File: config.mk
export PLATFORM = sky130hd
export DESIGN_NAME = clock_time_ctrl
export DESIGN_NICKNAME = d
export VERILOG_FILES = /design/src/rtl/clock_pkg.sv /design/src/rtl/key_edge.sv /design/src/rtl/clock_time_ctrl.sv
export SDC_FILE = /design/constraint.sdc
export NUM_CORES = 1
export LEC_CHECK = 0
export ABC_CLOCK_PERIOD_IN_PS = 1800
export BUFFER_PORTS_ARGS = -buffer_cell sky130_fd_sc_hd__buf_2
export CAP_MARGIN = 10
export CORE_UTILIZATION = 42
export DETAILED_ROUTE_END_ITERATION = 10
export GPL_ROUTABILITY_DRIVEN = 0
export PLACE_DENSITY = 0.77
export SYNTH_ARGS = -nofsm -noshare
export SYNTH_HDL_FRONTEND = slang
export SYNTH_SLANG_ARGS = --single-unit
export TNS_END_PERCENT = 10
File: constraint.sdc
create_clock -name CP -period 1.8 [get_ports CP]
set_clock_uncertainty 0.1 [all_clocks]
set_input_delay 0.09 -clock CP [delete_from_list [all_inputs] [get_ports CP]]
set_output_delay 0.09 -clock CP [all_outputs]
set_load 0.05 [all_outputs]
File: src/rtl/clock_pkg.sv
// Shared definitions for the digital-clock sequencing controller.
package clock_pkg;

    localparam int unsigned DIGIT_W = 4;
    localparam int unsigned EN_W    = 6;

    localparam int unsigned EN_SEC_LO = 0;
    localparam int unsigned EN_SEC_HI = 1;
    localparam int unsigned EN_MIN_LO = 2;
    localparam int unsigned EN_MIN_HI = 3;
    localparam int unsigned EN_HR_LO  = 4;
    localparam int unsigned EN_HR_HI  = 5;

    localparam logic [DIGIT_W-1:0] DIGIT_MAX = 4'd9;
    localparam logic [DIGIT_W-1:0] TENS_MAX  = 4'd5;

    typedef enum logic [1:0] {
        MODE_RUN     = 2'd0,
        MODE_SET_HR  = 2'd1,
        MODE_SET_MIN = 2'd2
    } mode_e;

    // True when a seconds or minutes field reads 59.
    function automatic logic is_59(input logic [DIGIT_W-1:0] hi, input logic [DIGIT_W-1:0] lo);
        return (hi == TENS_MAX) && (lo == DIGIT_MAX);
    endfunction

endpackage

File: src/rtl/key_edge.sv
// Rising-edge detector for a debounced key; history resets high so a held key is not an edge.
module key_edge (
    input  logic CP,
    input  logic reset_n,
    input  logic key,
    output logic rise_c
);

    logic hist_d;
    logic hist_q;

    always_comb begin
        hist_d = key;
    end

    always_ff @(posedge CP or negedge reset_n) begin
        if (!reset_n) begin
            hist_q <= 1'b1;
        end else begin
            hist_q <= hist_d;
        end
    end

    assign rise_c = key & ~hist_q;

endmodule

File: src/rtl/clock_time_ctrl.sv
// Digit-chain sequencer: carry logic on the 1 Hz tick plus the two-button time-set mode.
module clock_time_ctrl
    import clock_pkg::*;
#(
    parameter int unsigned HOURS = 24
) (
    input  logic               CP,
    input  logic               reset_n,
    input  logic               tick,
    input  logic               key_mode,
    input  logic               key_inc,
    input  logic [DIGIT_W-1:0] sec_lo,
    input  logic [DIGIT_W-1:0] sec_hi,
    input  logic [DIGIT_W-1:0] min_lo,
    input  logic [DIGIT_W-1:0] min_hi,
    input  logic [DIGIT_W-1:0] hr_lo,
    input  logic [DIGIT_W-1:0] hr_hi,
    output logic [EN_W-1:0]    en,
    output logic               clr_sec,
    output logic               clr_hr,
    output logic [1:0]         mode,
    output logic               blank_hr,
    output logic               blank_min
);

    localparam logic [DIGIT_W-1:0] HR_MAX_HI = DIGIT_W'((HOURS - 1) / 10);
    localparam logic [DIGIT_W-1:0] HR_MAX_LO = DIGIT_W'((HOURS - 1) % 10);

    logic mode_rise_c;
    logic inc_rise_c;

    key_edge u_mode_edge (
        .CP      (CP),
        .reset_n (reset_n),
        .key     (key_mode),
        .rise_c  (mode_rise_c)
    );

    key_edge u_inc_edge (
        .CP      (CP),
        .reset_n (reset_n),
        .key     (key_inc),
        .rise_c  (inc_rise_c)
    );

    mode_e           mode_d,      mode_q;
    logic            blink_ph_d,  blink_ph_q;
    logic [EN_W-1:0] en_d,        en_q;
    logic            clr_sec_d,   clr_sec_q;
    logic            clr_hr_d,    clr_hr_q;
    logic            blank_hr_d,  blank_hr_q;
    logic            blank_min_d, blank_min_q;

    logic s59_c;
    logic m59_c;
    logic hmax_c;

    assign s59_c  = is_59(sec_hi, sec_lo);
    assign m59_c  = is_59(min_hi, min_lo);
    assign hmax_c = (hr_hi == HR_MAX_HI) && (hr_lo == HR_MAX_LO);

    // Next state, carry enables and clear pulses; key_inc/tick act under the current mode.
    always_comb begin
        mode_d     = mode_q;
        blink_ph_d = blink_ph_q;
        en_d       = '0;
        clr_sec_d  = 1'b0;
        clr_hr_d   = 1'b0;

        case (mode_q)
            MODE_RUN: begin
                if (tick) begin
                    en_d[EN_SEC_LO] = 1'b1;
                    en_d[EN_SEC_HI] = (sec_lo == DIGIT_MAX);
                    en_d[EN_MIN_LO] = s59_c;
                    en_d[EN_MIN_HI] = s59_c && (min_lo == DIGIT_MAX);
                    en_d[EN_HR_LO]  = s59_c && m59_c && !hmax_c;
                    en_d[EN_HR_HI]  = s59_c && m59_c && !hmax_c && (hr_lo == DIGIT_MAX);
                    clr_hr_d        = s59_c && m59_c && hmax_c;
                end
                if (mode_rise_c) begin
                    mode_d    = MODE_SET_HR;
                    clr_sec_d = 1'b1;
                end
            end
            MODE_SET_HR: begin
                if (inc_rise_c) begin
                    if (hmax_c) begin
                        clr_hr_d = 1'b1;
                    end else begin
                        en_d[EN_HR_LO] = 1'b1;
                        en_d[EN_HR_HI] = (hr_lo == DIGIT_MAX);
                    end
                end
                if (tick) begin
                    blink_ph_d = ~blink_ph_q;
                end
                if (mode_rise_c) begin
                    mode_d = MODE_SET_MIN;
                end
            end
            MODE_SET_MIN: begin
                // Minutes wrap on their own counters; no carry into hours here.
                if (inc_rise_c) begin
                    en_d[EN_MIN_LO] = 1'b1;
                    en_d[EN_MIN_HI] = (min_lo == DIGIT_MAX);
                end
                if (tick) begin
                    blink_ph_d = ~blink_ph_q;
                end
                if (mode_rise_c) begin
                    mode_d = MODE_RUN;
                end
            end
            default: begin
                mode_d = MODE_RUN;
            end
        endcase

        if (mode_d != mode_q) begin
            blink_ph_d = 1'b0;
        end

        blank_hr_d  = (mode_d == MODE_SET_HR)  && blink_ph_d;
        blank_min_d = (mode_d == MODE_SET_MIN) && blink_ph_d;
    end

    always_ff @(posedge CP or negedge reset_n) begin
        if (!reset_n) begin
            mode_q      <= MODE_RUN;
            blink_ph_q  <= 1'b0;
            en_q        <= '0;
            clr_sec_q   <= 1'b0;
            clr_hr_q    <= 1'b0;
            blank_hr_q  <= 1'b0;
            blank_min_q <= 1'b0;
        end else begin
            mode_q      <= mode_d;
            blink_ph_q  <= blink_ph_d;
            en_q        <= en_d;
            clr_sec_q   <= clr_sec_d;
            clr_hr_q    <= clr_hr_d;
            blank_hr_q  <= blank_hr_d;
            blank_min_q <= blank_min_d;
        end
    end

    assign en        = en_q;
    assign clr_sec   = clr_sec_q;
    assign clr_hr    = clr_hr_q;
    assign mode      = mode_q;
    assign blank_hr  = blank_hr_q;
    assign blank_min = blank_min_q;

endmodule
# Word-level counts from Yosys, hierarchy flattened
# Index checks and enable logic that the tools add are counted.
[word_totals] ff_bits=15 inputBits=29 output_inout_bits=12 elab_cells=59
[op_classes] eq_ne=12 mux=20 bitwise_logic=5 reduce_logical=13
[ops] op="$mux W2" n=7
[ops] op="$eq A4 B4 Y1 const B" n=3
[ops] op="$logic_and A1 B1 Y1" n=10
[ops] op="$eq A4 B2 Y1 const B" n=2
[ops] op="$eq A4 B3 Y1 const B" n=2
[ops] op="$mux W1" n=8
[ops] op="$pmux W2 S2" n=2
[ops] op="$mux W6" n=1
[ops] op="$pmux W2 S3" n=1
[ops] op="$eq A2 B1 Y1 const B" n=2
[ops] op="$eq A2 B2 Y1 const B" n=2
[ops] op="$not A1 Y1" n=3
[ops] op="$and A1 B1 Y1" n=2
[ops] op="$logic_not A2 Y1" n=1
[ops] op="$ne A2 B2 Y1" n=1
[ops] op="$pmux W1 S2" n=1
[ops] op="$reduce_or A2 Y1" n=1
[ops] op="$logic_not A1 Y1" n=1

# Depth between registers and ports, before layout
[depth] ltp_word=7 depth_mapped=6 depth_no_buf=6

# Modules after synthesis
# A second synthesis with hierarchy kept.
[hier_totals] hier_cells=68 hier_area_um2=782.0
[modules_own_cells] mod="clock_time_ctrl" instances=1 cells_per_inst=64 area_each_um2=701.9 seq_area_each_um2=325.3
[modules_own_cells] mod="key_edge" instances=2 cells_per_inst=2 area_each_um2=40.0 seq_area_each_um2=26.3

# Worst setup path after synthesis
# OpenSTA, ideal clock, no wires.
[synth_timing] kind="register to register" start="register mode_q[0] (netlist: mode[0])" end="register blink_ph_q" setup_ns=0.119 arrival_time_ns=1.722 t_required_ns=1.581 slack_ns=-0.141 stages_incl_launch_ff=7 path_buffers=0 synth_period_minus_slack_ns=1.941 path_cell_list="dfrtp_1 inv_1 ha_1 or2_1 a21oi_1 nor4_1 o21a_1"
[synth_via] elab_chain_cells=4 elab_cells_between_ends=11 cone_classes="eq/ne: 3; mux: 6; reduce/logical: 2"
[synth_rtl] element="start, declared" line="clock_time_ctrl.sv:46" rtl="mode_e mode_d, mode_q;"
[synth_rtl] element="start signal, assigned" line="clock_time_ctrl.sv:138" rtl="mode_q <= mode_d;"
[synth_rtl] element="$eq A2 B2 Y1, or another cell as far along" line="clock_time_ctrl.sv:70" rtl="case (mode_q)"
[synth_rtl] element="$pmux W2 S3 / $reduce_or A2 Y1 (equally long branches)"
[synth_rtl] element="$ne A2 B2 Y1 / $mux W1 (equally long branches)"
[synth_rtl] element="$mux W1 *" line="clock_time_ctrl.sv:120" rtl="if (mode_d != mode_q) begin"
[synth_rtl] element="via blink_ph_d" line="clock_time_ctrl.sv:47" rtl="logic blink_ph_d, blink_ph_q;"
[synth_rtl] element="end signal, assigned" line="clock_time_ctrl.sv:139" rtl="blink_ph_q <= blink_ph_d;"
[synth_rtl] element="end, declared" line="clock_time_ctrl.sv:47"
# The timed path passes the listed nets; every way through them passes the cells marked *.

# Worst setup path after layout
[layout_timing] start="register mode_q[1] (netlist: mode[1])" end="register en_q[5] (netlist: en[5])"
[layout_via] elab_chain_cells=2 elab_cells_between_ends=3 cone_classes="eq/ne: 1; mux: 1; reduce/logical: 1"
[layout_rtl] element="$eq A2 B1 Y1 / $logic_not A2 Y1 (equally long branches)" line="clock_time_ctrl.sv:70"
[layout_rtl] element="$pmux W2 S2 *" line="clock_time_ctrl.sv:70"
[layout_rtl] element="via en_d[5]" line="clock_time_ctrl.sv:48" rtl="logic [EN_W-1:0] en_d, en_q;"
[layout_rtl] element="end signal, assigned" line="clock_time_ctrl.sv:140" rtl="en_q <= en_d;"
[layout_rtl] element="end, declared" line="clock_time_ctrl.sv:48"
# Marks and branches as above.

==> results.toml <==
[cts]
cts_tree = "done"
clk_path_buf_depth = 2
cts.sinks = 15
cts_max_level = 1
cts_root_buffer = "clkbuf_4"
clkLatencyLatePin_ps = 290
cts_made_buffers = 3
path_clk_slew_ps = 100

[global_routing]
track_usage_pct = 24.8
grt_antenna_before_repair = 0
grt_pass1_wl_mm = 3.31
grt_pass1_vias = 777
gr-total-overflow = 0
grt_max_degree = 16

[logic_synthesis]
synth_cells = 59
syn_area_um2 = 724
yosysWarnings = 0
synth_edf_count = 0
synth_common_cells = "dfrtp_1, ha_1, nor2_1"
ys_ff_latch = 15
syn-num-nets = 92
synth.most_common_cell = "dfrtp_1"
synth_area_leaders = "dfrtp_1, dfstp_2, ha_1, and4bb_1, nor4_4"
syn_area_per_cell_um2 = 12.3
synth-main-ff-cell = "dfrtp_1"
synthDominantCellAreaShare_pct = 44.9
yosysTopAreaCell = "dfrtp_1"
synth.distinct_cells = 30
yosysSeqAreaShare_pct = 52.2
synth-async-reset-ratio_pct = 100

[floorplan]
die_y_um = 43.5
die_w_um = 43.5
start_util_pct = 46.5
row_count = 14
io_pins = 41
core_um2 = 1560
fp.dieArea_um2 = 1890

[run_status]
violations = "DRC, setup timing"
outcome = "complete, but fails checks"

[worst_setup_path]
cp-end-kind = "register"
r2r-end = "en[5]$_DFF_PN0_"
timing.rr.start = "mode[1]$_DFF_PN0_"
crit_type = "reg -> reg"
reg2reg_depth = 6
cp-endpoint = "en[5]$_DFF_PN0_"
critPathLaunch = "mode[1]$_DFF_PN0_"
cp_max_fo = 5
critical_path_arrival_ps = 1910
startpoint_type = "register"
cp.required_ps = 1900
regToRegSetupSlack_ps = -8

[sta]
final.min_clock_period_ps = 1810
rsz0062_at_grt = "true"
worst_pin_slew_ps = 411
slew_viol_final = 0
setup_violations = 1
fmax_ghz = 0.553
layout_setup_ws_ps = -8.34
holdWs_ps = 5.16
timing.slew.headroom_pct = 72.6
hold_viol_final = 0
finalCritPeriodShare_pct = 100

[final_layout]
fill_cells = 99
nets = 157
fin_util_pct = 75.5
antenna_cells = 0
areaGrowthSynthToFinish_pct = 62.5
post_route_cells_drive_above_1_share_pct = 55.3
layoutNonFillerInstCount = 139

[drt]
wire_per_inst_um = 15.0
routed_wl_mm = 2.09
vias_per_cell = 5.24
via_count = 729
dr.pass1.iters = 7
drc = 7
drt_iter0_drc = 21
ant_nets = 0

[min_path]
worstHoldPathType = "in -> reg"

[power]
ir_drop_mv = 0.934
netSwitchingFraction_pct = 43.5
leakage_nw = 0.622
combPwrFrac_pct = 54.6
intPower_mw = 0.793
cellPowerDensity_nw_per_um2 = 1190
pwr-share-seq_pct = 31.0
power_mw = 1.40
switchingPower_mw = 0.611
p_clk_share_pct = 14.5

[job]
cap_violations = 0

[place]
port_buffers = 40
dp.cells = 116
power by group through the flow:
stage          Clock (mW)  Sequential [mW]  Combinational, mW
2_1_floorplan           0            0.617              0.250
3_5_place_dp            0            0.454              0.589
6_report            0.203            0.435              0.766
5_1_grt             0.218            0.441              0.815
4_1_cts             0.198            0.438              0.662
3_3_place_gp            0            0.442              0.576
critical path, cell delays in order, from the launching register on:
cell and delay [ps]:
dfrtp_2 460, inv_2 100, ha_4 150, nand4b_1 100, and4bb_1 340, a32oi_2 170, nor4b_2 300
flip-flops by register name, summed over array words and instances, names as in the netlist:
| name | flops |
|---|---|
| u_inc_edge.hist_q | 1 |
| blank_min | 1 |
| en | 6 |
| u_mode_edge.hist_q | 1 |
| blank_hr | 1 |
| mode | 2 |
| blink_ph_q | 1 |
| clr_sec | 1 |
| clr_hr | 1 |
how the worst min path moves through the flow:
stage                      endpoint  startpoint  cells past startpoint
2_1_floorplan    blank_hr$_DFF_PN0_     reset_n                      0
3_3_place_gp   blink_ph_q$_DFF_PN0_     reset_n                      1
3_5_place_dp   blink_ph_q$_DFF_PN0_     reset_n                      1
4_1_cts            clr_hr$_DFF_PN0_    hr_hi[0]                      3
5_1_grt            clr_hr$_DFF_PN0_    hr_hi[3]                      3
6_report           clr_hr$_DFF_PN0_    hr_hi[3]                      3
per-stage QoR:
stage                     setup WS [ps]  TNS (ps)  area [um^2]
after floorplan                    21.8         0          729
after global routing              -63.6     -83.9         1180
final                             -8.34     -8.34         1180
after CTS                          6.89         0         1130
after global placement              103         0          957
after detailed placement          -47.6     -69.1          957
routing by layer:
metal | wire, um | GRT usage [%] | vias to the layer above
met5 | 0 | 0 | -
li1 | - | - | 341
met2 | 1110 | 46.1 | 48
met4 | 125 | 19.4 | 0
met3 | 136 | 4.58 | 14
met1 | 711 | 23.8 | 326
placed cells by master (no fill, tap or decap), drive strengths merged, types with 2 or more instances in the layout:
cell type / netlist / final
and4bb: 3 / 3
nand2b: 2 / 2
and2: 3 / 3
nor4: 2 / 2
nor2: 4 / 4
dfstp: 2 / 2
buf: 0 / 47
clkbuf: 0 / 3
a21oi: 2 / 2
dlygate4sd3: 0 / 13
inv: 3 / 3
nor3: 3 / 3
dfrtp: 13 / 13
ha: 4 / 4
nand2: 2 / 2
nor2b: 2 / 2
what timing repair did:
item,4_1_cts,5_1_grt
hold endpoints to repair,21,0
endpoints found under the setup margin,2,3
buffers inserted,1,5
gates resized for setup,2,2
pin swaps,1,5
hold buffers,13,0
kinds of logic (layout without fill, tap and decap cells):
kind of cell             Yosys count  count (layout)  synth area share, %
AND/OR/NAND/NOR                   29              29                 30.4
flip-flops                        15              15                 52.2
AO/OA/AOI/OAI                      7               7                 7.77
adder cells (fa/ha/maj)            4               4                 6.91
buffers and inverters              3              67                 1.55
XOR/XNOR                           1               1                 1.21
cell type report:
cell class                 count  area (um^2)  share of cell area [%]
sequential                    15          380                    32.3
multi-input combinational     41          355                    30.2
inverter                       3         11.3                   0.956
timing repair buffer          60          383                    32.5
clock buffer                   3         22.5                    1.91
clock inverter                 1         5.00                   0.425
tap                           16         20.0                    1.70
Note: power is estimated with default switching activity, not from simulation.
